$ cat config.mk
export PLATFORM = sky130hd
export DESIGN_NAME = ordering_ctrl
export DESIGN_NICKNAME = d
export VERILOG_FILES = /design/src/rtl/replica_pkg.sv /design/src/rtl/ordering_rfifo.sv /design/src/rtl/ordering_ctrl.sv
export SDC_FILE = /design/constraint.sdc
export NUM_CORES = 1
export LEC_CHECK = 0
export BUFFER_PORTS_ARGS = -buffer_cell sky130_fd_sc_hd__buf_2
export CORE_MARGIN = 5
export CORE_UTILIZATION = 43
export CTS_CLUSTER_SIZE = 10
export DETAILED_ROUTE_END_ITERATION = 8
export GPL_TIMING_DRIVEN = 0
export MAX_ROUTING_LAYER = met4
export PLACE_DENSITY = 0.66
export SKIP_CTS_REPAIR_TIMING = 1
export SLEW_MARGIN = 15
export SYNTH_ARGS = -nofsm -noshare
export SYNTH_HDL_FRONTEND = slang
export SYNTH_SLANG_ARGS = --single-unit
$ cat constraint.sdc
create_clock -name clk -period 7.5 [get_ports clk]
set_input_delay 0.375 -clock clk [delete_from_list [all_inputs] [get_ports clk]]
set_output_delay 0.375 -clock clk [all_outputs]
set_load 0.005 [all_outputs]
$ cat src/rtl/replica_pkg.sv
`default_nettype none
// +----------------------------------------------------------------------+
// | Package : replica_pkg                                                |
// | Shared node-chain geometry plus ordering controller types.           |
// | Rev     : 1.0  initial ordering controller additions                 |
// +----------------------------------------------------------------------+
package replica_pkg;

  // Node register chain geometry
  localparam int node_num     = 8;
  localparam int node_log     = 3;
  localparam int city_div_log = 2;

  // Beat counter width; sized so node_num*(cmd_num+1) never wraps
  localparam int ORDERING_CNT_W = node_log + city_div_log + 1;

  typedef logic [7:0][7:0] ordering_word_t;

  typedef enum logic [2:0] {
    ST_IDLE  = 3'd0,
    ST_WRITE = 3'd1,
    ST_READ  = 3'd2,
    ST_DRAIN = 3'd3,
    ST_DONE  = 3'd4
  } ordering_ctrl_state_t;

  // Total beats for one command: node_num beats per node pass, cmd_num+1 passes
  function automatic logic [ORDERING_CNT_W-1:0] ordering_total(
    input logic [city_div_log-1:0] num
  );
    return ORDERING_CNT_W'(node_num) * (ORDERING_CNT_W'(num) + ORDERING_CNT_W'(1));
  endfunction

endpackage
`default_nettype wire

$ cat src/rtl/ordering_rfifo.sv
`default_nettype none
// +----------------------------------------------------------------------+
// | Module : ordering_rfifo                                              |
// | Synchronous read-return FIFO of ordering_word_t with occupancy.      |
// | Push while full is accepted only together with a pop.                |
// | Rev    : 1.0  initial release                                        |
// +----------------------------------------------------------------------+
module ordering_rfifo
  import replica_pkg::*;
#(
  parameter int DEPTH = 4
) (
  input  logic                   clk,
  input  logic                   reset,
  input  logic                   push_i,
  input  ordering_word_t         wdata_i,
  input  logic                   pop_i,
  output ordering_word_t         rdata_o,
  output logic                   full_o,
  output logic                   empty_o,
  output logic [$clog2(DEPTH):0] count_o
);

  localparam int AW = $clog2(DEPTH);

  ordering_word_t mem_q [DEPTH];
  logic [AW-1:0]  wptr_q;
  logic [AW-1:0]  rptr_q;
  logic [AW:0]    count_q;
  logic           do_push_w;
  logic           do_pop_w;

  assign empty_o   = (count_q == '0);
  assign full_o    = (count_q == (AW+1)'(DEPTH));
  assign count_o   = count_q;
  assign rdata_o   = mem_q[rptr_q];
  assign do_pop_w  = pop_i && !empty_o;
  assign do_push_w = push_i && (!full_o || do_pop_w);

  // Storage array; contents are don't-care until pointed at, so no reset
  always_ff @(posedge clk) begin
    if (do_push_w) mem_q[wptr_q] <= wdata_i;
  end

  // Pointers and occupancy; simultaneous push/pop leaves count unchanged
  always_ff @(posedge clk) begin
    if (reset) begin
      wptr_q  <= '0;
      rptr_q  <= '0;
      count_q <= '0;
    end else begin
      if (do_push_w) wptr_q <= wptr_q + AW'(1);
      if (do_pop_w)  rptr_q <= rptr_q + AW'(1);
      case ({do_push_w, do_pop_w})
        2'b10:   count_q <= count_q + (AW+1)'(1);
        2'b01:   count_q <= count_q - (AW+1)'(1);
        default: count_q <= count_q;
      endcase
    end
  end

endmodule
`default_nettype wire

$ cat src/rtl/ordering_ctrl.sv
`default_nettype none
// +----------------------------------------------------------------------+
// | Module : ordering_ctrl                                               |
// | Moves host write/read streams to/from the node register chain.      |
// | Reads are credit-limited so the return FIFO can never overflow.     |
// | Optional: ORDERING_CTRL_TIMEOUT_EN adds a 16-bit stall watchdog     |
// |           and the sticky err output.                                 |
// | Rev    : 1.0  initial release                                        |
// +----------------------------------------------------------------------+
module ordering_ctrl
  import replica_pkg::*;
#(
  parameter int RD_LAT      = 2,
  parameter int RFIFO_DEPTH = 4
) (
  input  logic                    clk,
  input  logic                    reset,
  input  logic                    cmd_valid,
  output logic                    cmd_ready,
  input  logic                    cmd_dir,
  input  logic [city_div_log-1:0] cmd_num,
  input  logic [63:0]             s_data,
  input  logic                    s_valid,
  output logic                    s_ready,
  output logic [63:0]             m_data,
  output logic                    m_valid,
  input  logic                    m_ready,
  output logic [city_div_log-1:0] ordering_num,
  output logic                    ordering_write,
  output logic                    ordering_read,
  output logic [63:0]             ordering_wdata,
  input  logic [63:0]             ordering_rdata,
  input  logic                    ordering_ready,
  output logic                    busy,
`ifdef ORDERING_CTRL_TIMEOUT_EN
  output logic                    err,
`endif
  output logic                    done
);

  localparam int CW = $clog2(RFIFO_DEPTH) + 1;

  ordering_ctrl_state_t        state_q, state_d;
  logic [ORDERING_CNT_W-1:0]   cnt_q, cnt_d;
  logic [city_div_log-1:0]     num_q, num_d;
  logic [RD_LAT-1:0]           pipe_q, pipe_d;

  logic                        beat_w;
  logic                        rd_issue_w;
  logic                        credit_w;
  logic                        timeout_w;
  logic [CW-1:0]               inflight_w;
  logic [CW:0]                 credit_sum_w;
  logic                        push_w;
  logic                        pop_w;
  ordering_word_t              fifo_rdata_w;
  logic                        fifo_full_w;
  logic                        fifo_empty_w;
  logic [CW-1:0]               fifo_count_w;

  // Handshake-visible outputs decoded straight from state
  assign cmd_ready      = (state_q == ST_IDLE);
  assign busy           = (state_q != ST_IDLE);
  assign done           = (state_q == ST_DONE);
  assign ordering_num   = num_q;
  assign ordering_write = (state_q == ST_WRITE) && s_valid;
  assign s_ready        = (state_q == ST_WRITE) && ordering_ready;
  assign ordering_wdata = (state_q == ST_WRITE) ? s_data : 64'd0;
  assign ordering_read  = (state_q == ST_READ) && credit_w && (cnt_q != '0);

  assign rd_issue_w = ordering_read && ordering_ready;
  assign beat_w     = (ordering_write || ordering_read) && ordering_ready;

  // Read return path: pipe exit feeds the FIFO, FIFO head feeds the host
  assign push_w  = pipe_q[RD_LAT-1];
  assign m_valid = !fifo_empty_w;
  assign pop_w   = m_valid && m_ready;
  assign m_data  = fifo_empty_w ? 64'd0 : fifo_rdata_w;

  // Count beats still travelling through the latency pipe
  always_comb begin
    inflight_w = '0;
    for (int i = 0; i < RD_LAT; i++) begin
      inflight_w = inflight_w + CW'(pipe_q[i]);
    end
  end

  // A read may issue only if every outstanding beat already owns a FIFO slot
  assign credit_sum_w = {1'b0, fifo_count_w} + {1'b0, inflight_w};
  assign credit_w     = (credit_sum_w < (CW+1)'(RFIFO_DEPTH));
  assign pipe_d       = RD_LAT'({pipe_q, rd_issue_w});

  ordering_rfifo #(
    .DEPTH (RFIFO_DEPTH)
  ) u_rfifo (
    .clk     (clk),
    .reset   (reset),
    .push_i  (push_w),
    .wdata_i (ordering_word_t'(ordering_rdata)),
    .pop_i   (pop_w),
    .rdata_o (fifo_rdata_w),
    .full_o  (fifo_full_w),
    .empty_o (fifo_empty_w),
    .count_o (fifo_count_w)
  );

`ifdef ORDERING_CTRL_TIMEOUT_EN
  logic [15:0] wd_q;
  logic        err_q;

  assign timeout_w = (wd_q == 16'hFFFF);
  assign err       = err_q;

  // Watchdog: counts stalled request cycles, cleared by any beat or leaving WRITE/READ
  always_ff @(posedge clk) begin
    if (reset) begin
      wd_q  <= 16'd0;
      err_q <= 1'b0;
    end else begin
      if (beat_w || !(state_q == ST_WRITE || state_q == ST_READ)) begin
        wd_q <= 16'd0;
      end else if ((ordering_write || ordering_read) && !timeout_w) begin
        wd_q <= wd_q + 16'd1;
      end
      if (timeout_w) err_q <= 1'b1;
    end
  end
`else
  assign timeout_w = 1'b0;
`endif

  // State, counter, latched command size and read pipe registers
  always_ff @(posedge clk) begin
    if (reset) begin
      state_q <= ST_IDLE;
      cnt_q   <= '0;
      num_q   <= '0;
      pipe_q  <= '0;
    end else begin
      state_q <= state_d;
      cnt_q   <= cnt_d;
      num_q   <= num_d;
      pipe_q  <= pipe_d;
    end
  end

  // Next-state logic: beat accounting and phase sequencing
  always_comb begin
    state_d = state_q;
    cnt_d   = cnt_q;
    num_d   = num_q;
    case (state_q)
      ST_IDLE: begin
        if (cmd_valid) begin
          state_d = cmd_dir ? ST_READ : ST_WRITE;
          cnt_d   = ordering_total(cmd_num);
          num_d   = cmd_num;
        end
      end
      ST_WRITE, ST_READ: begin
        if (beat_w) cnt_d = cnt_q - ORDERING_CNT_W'(1);
        if (timeout_w) begin
          state_d = ST_DONE;
        end else if (beat_w && (cnt_q == ORDERING_CNT_W'(1))) begin
          state_d = (state_q == ST_WRITE) ? ST_DONE : ST_DRAIN;
        end
      end
      ST_DRAIN: begin
        if ((pipe_q == '0) && fifo_empty_w && !pop_w) state_d = ST_DONE;
      end
      ST_DONE:  state_d = ST_IDLE;
      default:  state_d = ST_IDLE;
    endcase
  end

  // Credit accounting must keep the FIFO from being pushed while full without a pop
  a_no_overflow : assert property (@(posedge clk) disable iff (reset)
    !(push_w && fifo_full_w && !pop_w));

endmodule
`default_nettype wire

==> results summary <==
The total number of nets in the final design came out at 1,091. The number of placed I/O pins is 274. The average cell area after synthesis came out at 18.1 µm². The sequential cells in the finished layout cover a total of 0.00813 mm². The die covers 0.0299 mm². The number of antenna violations at the first check in global routing is 9. The post-layout worst setup margin came out at 4.44 ns. The post-synthesis to final-layout area growth came out at 24.7%. The average wire per standard cell is 20.8 µm. The total of fill cells in the finished design came out at 2,119.

The later pin in the worst-skew pair is clocked with a latency of 0.50 ns. The worst setup path is of the register to output port kind. The clock sink total came out at 278.

The number of buffers added on ports came out at 273. The wire length reported by the detailed router came out at 26,800 µm. After detailed routing, the met2 layer carries 14,200 µm of wire. In this run the cell area measured after placement is 0.0133 mm².

Of the post-synthesis cell area, the dominant cell type holds 67.4%. The global-route wire length before repair is 41,500 µm. The standby leakage power is 0.00558 µW. Summing all non-filler instances in the final layout gives an area of 0.0142 mm². TritonCTS built the clock tree. The met3 layer wire length in the routed design came out at 1530 µm. The sequential fraction of the synthesis area came out at 71.2%. The leading cell type in the layout, fill and taps excluded is sky130_fd_sc_hd__buf_2.

Measured against its own limit, the worst slew margin works out to 47.0%. The die extent in y came out at 173 µm. The detailed router placed 6,769 vias in this run. The effective utilization at floorplan is 43.7%.

Across the VDD grid, the largest voltage drop is 0.000135 V. The tree is rooted in a sky130_fd_sc_hd__clkbuf_16. STA puts the critical path data required time at 7.12 ns. The largest fanout on the critical path is 10. The wire length the detailed router placed on met1 came out at 10,200 µm. Yosys mapped the design onto 51 distinct sky130hd cell types.

The number of global-route vias before repair is 7,468. The average via count per standard cell came out at 5.25. The number of search-and-repair iterations in the first detailed-routing pass came out at 5. The slew at the pin closest to its max-slew limit came out at 0.789 ns. STA puts the critical path data arrival time at 2.68 ns. The final standard cell utilization of the core is 54.4%.

The H-tree level count is 2. The min-delay analysis places its worst path in the category primary input to register. The run finished with clean final reports. The number of pins exceeding their max-slew limit in the final report came out at 0. TritonCTS created 34 clock buffers. The cell area power density came out at 265 mW/mm².

Counting every instance in the synthesized netlist gives 630. In this run the core area contains 59 standard-cell rows. The clock-pin slew reported for the worst setup and hold paths after clock tree synthesis came out at 0.05 ns. The total negative setup slack came out at 0 ns. At the placement stage, the worst setup path has a slack of 4.84 ns. Sorting the synthesized cells by area gives the leading types as sky130_fd_sc_hd__edfxtp_1 (67%), sky130_fd_sc_hd__mux4_2 (13%), sky130_fd_sc_hd__and2_1 (3.9%). The worst setup path is launched from a register. The number of maximum-capacitance violations is 0.

The hold violation total from the final report is 0. The synthesized design spends more area on one cell type than any other, namely sky130_fd_sc_hd__edfxtp_1. The floorplan die width is 173 µm. The total number of yosys warnings is 0. Synthesis inferred 278 register bits. The detailed router's first-iteration violation count came out at 384. The worst setup path is captured at an output port. The post-synth net total came out at 778. The maximum frequency from static timing analysis came out at 327 MHz. The sum of net half-perimeters after detailed placement came out at 18,400 µm. Setup repair after global routing left no endpoint under its margin.

The overall global routing resource usage is 18.3%. The ratio of cells with drive above 1 in the final layout is 43.1%. Setup violations remaining at the end of the flow were counted as 0. In the finished design, the share of the clock period the worst path needs comes to 40.8%. After floorplanning, the core was sized to cover 0.0261 mm². The global route total overflow is 0.

The clock passes through at most 3 buffers. The worst setup skew after layout came out at 0.0150 ns. The top routing layer in use is met4. The total standard cell area after synthesis is 0.0114 mm².

The pin count of the biggest net entering global routing is 48. In the routed design, unresolved DRC markers number 0. The clock period minus final worst setup slack came out at 3.06 ns. In the layout the commonest cells are sky130_fd_sc_hd__buf_2 (281), sky130_fd_sc_hd__edfxtp_1 (256), sky130_fd_sc_hd__and2_1 (67). Routability-driven placement finished with a final weighted congestion of 0.926. The area of the multi-input gates came out at 0.00307 mm². The post-detailed-route count of antenna-violating nets is 0.
-- power breakdown --
group | switching [µW] | internal [µW]
logic | 351 | 288
clock network | 568 | 814
registers | 22.5 | 1730
total | 942 | 2830
-- cell usage after synthesis (all sizes together) --
cell type and count:
o32ai 2, clkbuf 29, nor3 3, inv 12
o311a 1, o2111a 1, fa 1, buf 11
nand3b 1, nand3 4, nor2 13, nor2b 2
nand2b 3, a221oi 1, o21bai 1, a21o 4
ha 10, edfxtp 256, mux4 64, nor3b 2
xnor2 3, a32oi 1, and3 65, and4bb 1
and3b 2, mux2i 2, nand2 7, o41a 1
or3 5, and2 72, o31a 1, nor4 2
a31oi 1, or2 1, xor2 3, o21ai 5
a311o 1, a211oi 1, nand4 1, dfxtp 22
a21oi 12
-- through the flow --
stage                     hold WS, ns  cells  power [µW]
final                          0.0887   1290        3770
after global routing           0.0653   1290        3960
after CTS                      0.0625   1285        3810
after detailed placement        0.460   1242        2420
after global placement          0.449   1238        2420
after floorplan                 0.453    630        2160
-- logic make-up after synthesis --
| kind of cell | Yosys count | synth area share, % |
|---|---|---|
| buf+inv | 52 | 1.93 |
| mux | 66 | 12.8 |
| flops | 278 | 71.2 |
| simple gates | 184 | 9.96 |
| fa+ha+maj | 11 | 1.27 |
| xor+xnor | 6 | 0.461 |
| compound gates | 33 | 2.36 |
-- flip-flops by register name (all words and copies together) (netlist names), named ones only --
name,cells
u_rfifo.mem_q,256
cnt_q,6
state_q,3
u_rfifo.count_o,3
ordering_num,2
pipe_q,2
u_rfifo.rptr_q,2
u_rfifo.wptr_q,2
-- routing by layer --
| layer | vias up | track usage, % |
|---|---|---|
| met4 | 0 | 6.75 |
| met1 | 3321 | 20.7 |
| li1 | 3103 | - |
| met3 | 60 | 3.60 |
| met2 | 285 | 32.2 |
| met5 | - | - |
-- layout make-up --
cell class / instances / share of cell area, %
inverters: 12 / 0.317
clock buffers: 37 / 6.06
diodes: 5 / 0.0879
plain buffers: 40 / 1.23
multi-input cells: 300 / 21.6
repair buffers: 277 / 10.3
flip-flops and latches: 278 / 57.1
well taps: 335 / 2.95
clock inverters: 6 / 0.361
-- worst max-delay path, cell delays in order, from the launching register on --
cell and delay (ns):
sky130_fd_sc_hd__dfxtp_1 0.30, sky130_fd_sc_hd__clkbuf_1 0.52, sky130_fd_sc_hd__clkbuf_1 0.60, sky130_fd_sc_hd__mux4_2 0.46, sky130_fd_sc_hd__and2_1 0.19, sky130_fd_sc_hd__buf_2 0.12
-- path summary, 6_finish.rpt --
check                     start                    to  slack, ns  cells past startpoint
max reg2reg  u_rfifo.count_o[2]    u_rfifo.count_o[2]       5.13                      9
max                    register            m_data[61]       4.44                      5
min          ordering_rdata[25]  u_rfifo.mem_q[2][25]       0.09                      1
min reg2reg     ordering_num[0]       ordering_num[0]       0.47                      2
Power figures use the tool's default switching activity.
